### src/rtl/config_loader.sv
// Writer side of the tile configuration interface: assembles byte-wide bitstream frames,
// strobes them one-hot into tiles and verifies header, count, pad bits and XOR checksum.
module config_loader #(
  parameter int unsigned NUM_TILES   = 4,
  parameter int unsigned FRAME_BITS  = 77,
  parameter int unsigned FRAME_BYTES = 10
) (
  input  logic                  clk_i,
  input  logic                  rst_i,
  input  logic                  start_i,
  input  logic [7:0]            byte_i,
  input  logic                  byte_valid_i,
  output logic                  byte_ready_o,
  output logic [FRAME_BITS-1:0] bits_o,
  output logic [NUM_TILES-1:0]  wr_en_o,
  output logic                  busy_o,
  output logic                  done_o,
  output logic                  err_o
);

  localparam int unsigned ShiftW = 8 * FRAME_BYTES;
  localparam logic [ShiftW-1:0] One = {{(ShiftW-1){1'b0}}, 1'b1};
  // Ones over the real config bits; everything above is pad and must be zero.
  localparam logic [ShiftW-1:0] FrameMask = (One << FRAME_BITS) - One;
  localparam logic [7:0] LastByte = 8'(FRAME_BYTES - 1);
  localparam logic [7:0] MaxCount = 8'(NUM_TILES);
  localparam logic [7:0] Header   = 8'hA5;

  typedef enum logic [2:0] {
    StIdle, StHdr, StCnt, StData, StWrite, StChk, StDone, StErr
  } state_e;

  state_e                  state_q, state_d;
  logic                    ready_q, busy_q, done_q, err_q;
  logic [FRAME_BITS-1:0]   bits_q;
  logic [NUM_TILES-1:0]    wr_en_q;
  logic [ShiftW-9:0]       shift_q;
  logic [7:0]              byte_cnt_q;
  logic [7:0]              frame_idx_q;
  logic [7:0]              n_q;
  logic [7:0]              acc_q;

  logic                    xfer;
  logic                    last_byte;
  logic                    cnt_ok;
  logic                    pad_bad;
  logic [ShiftW-1:0]       frame_next;

  assign xfer       = byte_valid_i & ready_q;
  assign last_byte  = (byte_cnt_q == LastByte);
  assign cnt_ok     = (byte_i != 8'd0) && (byte_i <= MaxCount);
  assign frame_next = {shift_q, byte_i};
  assign pad_bad    = |(frame_next & ~FrameMask);

  assign byte_ready_o = ready_q;
  assign busy_o       = busy_q;
  assign done_o       = done_q;
  assign err_o        = err_q;
  assign bits_o       = bits_q;
  assign wr_en_o      = wr_en_q;

  function automatic logic accepts_bytes(input state_e s);
    return (s == StHdr) || (s == StCnt) || (s == StData) || (s == StChk);
  endfunction

  function automatic logic is_busy(input state_e s);
    return (s == StHdr) || (s == StCnt) || (s == StData) || (s == StWrite) || (s == StChk);
  endfunction

  always_comb begin
    state_d = state_q;
    case (state_q)
      StIdle, StDone, StErr: begin
        if (start_i) state_d = StHdr;
      end
      StHdr: begin
        if (xfer) state_d = (byte_i == Header) ? StCnt : StErr;
      end
      StCnt: begin
        if (xfer) state_d = cnt_ok ? StData : StErr;
      end
      StData: begin
        if (xfer && last_byte) state_d = pad_bad ? StErr : StWrite;
      end
      StWrite: begin
        state_d = ((frame_idx_q + 8'd1) < n_q) ? StData : StChk;
      end
      StChk: begin
        if (xfer) state_d = (byte_i == acc_q) ? StDone : StErr;
      end
      default: state_d = StIdle;
    endcase
  end

  always_ff @(posedge clk_i) begin
    if (rst_i) begin
      state_q     <= StIdle;
      ready_q     <= 1'b0;
      busy_q      <= 1'b0;
      done_q      <= 1'b0;
      err_q       <= 1'b0;
      bits_q      <= '0;
      wr_en_q     <= '0;
      shift_q     <= '0;
      byte_cnt_q  <= 8'd0;
      frame_idx_q <= 8'd0;
      n_q         <= 8'd0;
      acc_q       <= 8'd0;
    end else begin
      state_q <= state_d;
      ready_q <= accepts_bytes(state_d);
      busy_q  <= is_busy(state_d);
      wr_en_q <= '0;
      if (state_d == StErr && state_q != StErr) err_q <= 1'b1;
      if (state_d == StDone && state_q != StDone) done_q <= 1'b1;

      case (state_q)
        StIdle, StDone, StErr: begin
          if (start_i) begin
            done_q      <= 1'b0;
            err_q       <= 1'b0;
            shift_q     <= '0;
            byte_cnt_q  <= 8'd0;
            frame_idx_q <= 8'd0;
            n_q         <= 8'd0;
            acc_q       <= 8'd0;
          end
        end
        StCnt: begin
          if (xfer && cnt_ok) n_q <= byte_i;
        end
        StData: begin
          if (xfer) begin
            shift_q <= frame_next[ShiftW-9:0];
            acc_q   <= acc_q ^ byte_i;
            if (last_byte) begin
              byte_cnt_q <= 8'd0;
              // Strobe goes out together with the data so wr_en is high only in StWrite.
              if (!pad_bad) begin
                bits_q  <= frame_next[FRAME_BITS-1:0];
                wr_en_q <= NUM_TILES'(1) << frame_idx_q;
              end
            end else begin
              byte_cnt_q <= byte_cnt_q + 8'd1;
            end
          end
        end
        StWrite: begin
          frame_idx_q <= frame_idx_q + 8'd1;
        end
        default: ;
      endcase
    end
  end

endmodule

### config.mk
export PLATFORM = sky130hd
export DESIGN_NAME = config_loader
export DESIGN_NICKNAME = d
export VERILOG_FILES = /design/src/rtl/config_loader.sv
export SDC_FILE = /design/constraint.sdc
export NUM_CORES = 1
export LEC_CHECK = 0
export ABC_AREA = 1
export BUFFER_PORTS_ARGS = -buffer_cell sky130_fd_sc_hd__buf_2
export CAP_MARGIN = 5
export CORE_MARGIN = 3
export CORE_UTILIZATION = 42
export CTS_BUF_LIST = sky130_fd_sc_hd__clkbuf_16
export CTS_CLUSTER_SIZE = 30
export DETAILED_ROUTE_END_ITERATION = 6
export PLACE_DENSITY = 0.71
export SLEW_MARGIN = 20
export SYNTH_ARGS = -nofsm -noshare
export SYNTH_HDL_FRONTEND = slang
export SYNTH_SLANG_ARGS = --single-unit
export TNS_END_PERCENT = 1
### constraint.sdc
create_clock -name clk_i -period 4.2 [get_ports clk_i]
set_input_delay 0.84 -clock clk_i [delete_from_list [all_inputs] [get_ports clk_i]]
set_output_delay 0.84 -clock clk_i [all_outputs]
set_load 0.05 [all_outputs]
==> metrics.yaml <==
routabilityCongestion: 0.838
coreArea_um2: 17400
post-route-period-util: 0.635
syn_inst: 957
skew_ns: 0.00804
grt_pass1_vias: 5937
synth-seq-cells: 192
vdd_ir_drop_max_mv: 0.306
grt_overflow: 0
clockRootBuffer: "clkbuf_16"
syn-num-nets: 979
slowest_stage: "inv_2"
synth_top_area_share: 0.516
synth.distinct_cells: 32
grt_max_degree: 107
wl_per_cell_um: 13.7
grt_pass1_wl_mm: 28.9
ios: 97
wl_met1_mm: 8.46
leakage_nw: 3.78
synth_area_leaders: "dfxtp_1 52%, nand2_1 8.8%, a21oi_1 8.3%"
detail-route-antenna-nets: 0
crit_type: "flip-flop to flip-flop"
syn_area_per_cell_um2: 7.79
nNetsFinal: 1044
final_hold_viol_count: 0
max_freq_mhz: 375
ctsHtreeMaxLevel: 4
syn_area_um2: 7450
met3_length_um: 626
cts-buffers-inserted: 17
slew_violations: 0
cts_tree: "done"
drive_above_1_share: 0.150
antenna_found_initial: 0
worstHoldPathType: "flip-flop to flip-flop"
path_common_cell: "inv_2"
cts.clk_slew.worst_paths_ns: 0.07
drt_wl_total_mm: 17.3
synth_top_area_cell: "dfxtp_1"
place_hpwl_mm: 11.2
drv_cap: 0
post_cts_buffers: 0
drc: 0
fin_crit_ns: 2.67
slowest_delay_ns: 0.80
portBuffers: 96
drtIter0Drc: 496
vias: 6252
pwr_density_cell_nw_per_um2: 522
setup_tns_ns: 0
dr_wl_met2_mm: 7.88
yosysSeqAreaShare: 0.516
track_usage: 0.179
tightest_slew_ns: 1.09
area_growth_pct: 15.1
n_antenna_cell: 0
die-height_um: 139
yosys_warnings: 0
clock_path_buffers: 2
slew_headroom: 0.275
post_cts_resize_count: 0
holdBufCountCts: 0
rsz0062_at_grt: "false"
postPlaceCellArea_um2: 8020
num_rows: 48
path_cells: "inv_2 -> nand2_2 -> nor2_4 -> buf_4 -> inv_2 -> nor2_4 -> inv_2 -> nand2_4 -> inv_2 -> buf_12 -> nand2_1 -> a21oi_1"
startpoint_type: "flip-flop"
drt_first_pass_iters: 5
status: "finished clean"
routed_via_density: 4.96
crit_arrival_ns: 3.03
path_max_fanout: 62
highest_layer: "met4"
start_util: 0.429
setup_viol: 0
crit_buf_inv: 6
cp_top_family: "buffers and inverters"
stdcell_area_um2: 8580
worst_setup_path_end_kind: "flip-flop"
dieArea_um2: 19400
clock_latency_ns: 0.43
required_ns: 4.56
die_w_um: 139
cts.sinks: 192
## layout make-up
cell class                 instances  area (um2)
sequential                       192        3840
fill                            1667        8780
tap                              225         282
inverter                          80         300
multi-input combinational        629        3050
clock buffer                      17         425
timing repair buffer             102         541
clock inverter                    15         130
## worst register-to-register path, cell delays in order (launching register included)
cell and delay [ns]:
dfxtp_1 0.40, inv_2 0.09, nand2_2 0.09, nor2_4 0.03, buf_4 0.23, inv_2 0.16, nor2_4 0.04, inv_2 0.08
nand2_4 0.11, inv_2 0.80, buf_12 0.33, nand2_1 0.08, a21oi_1 0.14
## kinds of logic (layout without fill, tap and decap cells)
logic type               count (synthesis)  in the layout  synth area share
flip-flops                             192            192             0.516
adder cells (fa/ha/maj)                 10             10            0.0168
buffers and inverters                  136            214            0.0745
XOR/XNOR                                12             12            0.0141
AO/OA/AOI/OAI                          247            247             0.184
AND/OR/NAND/NOR                        360            360             0.195
## flip-flops by register name, indices dropped and copies added (netlist names)
register,flops
bits_o,77
shift_q,72
acc_q,8
byte_cnt_q,8
frame_idx_q,8
n_q,8
wr_en_o,4
state_q,3
busy_o,1
byte_ready_o,1
done_o,1
err_o,1
## cells in the mapped netlist (all sizes together)
master	instances
inv	79
o211a	2
xor2	7
o21ai	87
nor2	141
nand2	177
buf	18
o31ai	1
nand3	20
nand4	5
ha	10
xnor2	5
a21oi	124
a211oi	30
nor3b	1
clkbuf	38
a31oi	2
o21a	1
and3	1
dfxtp	192
clkinv	1
nor3	15
## power breakdown
| group | total, mW | switching [mW] | internal [mW] |
|---|---|---|---|
| Combinational | 0.906 | 0.633 | 0.273 |
| Clock | 1.51 | 0.732 | 0.777 |
| Sequential | 2.06 | 0.0883 | 1.97 |
## path summary, 6_finish.rpt
path,startpoint,to,slack [ns],cells past startpoint
worst max-delay path,state_q[2]$_SDFF_PP0_,shift_q[58]$_SDFFE_PP0P_,1.53,12
worst min-delay path,n_q[3]$_SDFFE_PP0P_,n_q[3]$_SDFFE_PP0P_,0.46,2
worst max register to register,state_q[2]$_SDFF_PP0_,shift_q[58]$_SDFFE_PP0P_,1.53,12
worst min register to register,n_q[3]$_SDFFE_PP0P_,n_q[3]$_SDFFE_PP0P_,0.46,2
## layout by cell type (no fill, tap or decap)
| cell type | Yosys | layout |
|---|---|---|
| xnor2_1 | 5 | 5 |
| o21a_1 | 1 | 1 |
| xor2_1 | 7 | 7 |
| ha_1 | 10 | 10 |
| clkinv_2 | 0 | 1 |
| and3_1 | 1 | 1 |
| nand3_1 | 20 | 20 |
| dfxtp_1 | 192 | 192 |
| a31oi_1 | 2 | 2 |
| o31ai_1 | 1 | 1 |
| nor2_4 | 3 | 3 |
| nand2_2 | 1 | 1 |
| inv_1 | 73 | 73 |
| clkinv_1 | 1 | 1 |
| inv_2 | 6 | 7 |
| inv_6 | 0 | 2 |
| o21ai_2 | 1 | 1 |
| inv_8 | 0 | 3 |
| a21oi_1 | 124 | 124 |
| nand2_4 | 1 | 1 |
| nor2_1 | 138 | 138 |
| a211oi_2 | 8 | 8 |
| o211a_1 | 2 | 2 |
| clkinv_4 | 0 | 8 |
| clkbuf_16 | 0 | 17 |
| buf_2 | 14 | 95 |
| nor3_1 | 15 | 15 |
| o21ai_0 | 84 | 84 |
| buf_12 | 0 | 1 |
| a211oi_1 | 22 | 22 |
| o21ai_1 | 2 | 2 |
| buf_4 | 1 | 6 |
| nand2_1 | 175 | 175 |
| nor3b_2 | 1 | 1 |
| nand4_1 | 5 | 5 |
## stage by stage
step                setup WS (ns)  power [mW]  hold WS, ns  cells  utilization
global route                 1.23        4.73        0.491   1260        0.494
detailed placement           1.33        3.01        0.443   1228        0.462
CTS                          1.49        4.53        0.457   1260        0.494
global placement             1.40        2.99        0.445   1228        0.462
finish                       1.53        4.48        0.456   1260        0.494
floorplan                    1.93        2.82        0.430    957            -
## routing by layer
metal  vias to the layer above  global-route usage
li1                       3243                   -
met1                      2865               0.239
met2                       122               0.287
met3                        22              0.0399
met4                         0              0.0633
met5                         -                   0
Power figures use the tool's default switching activity.
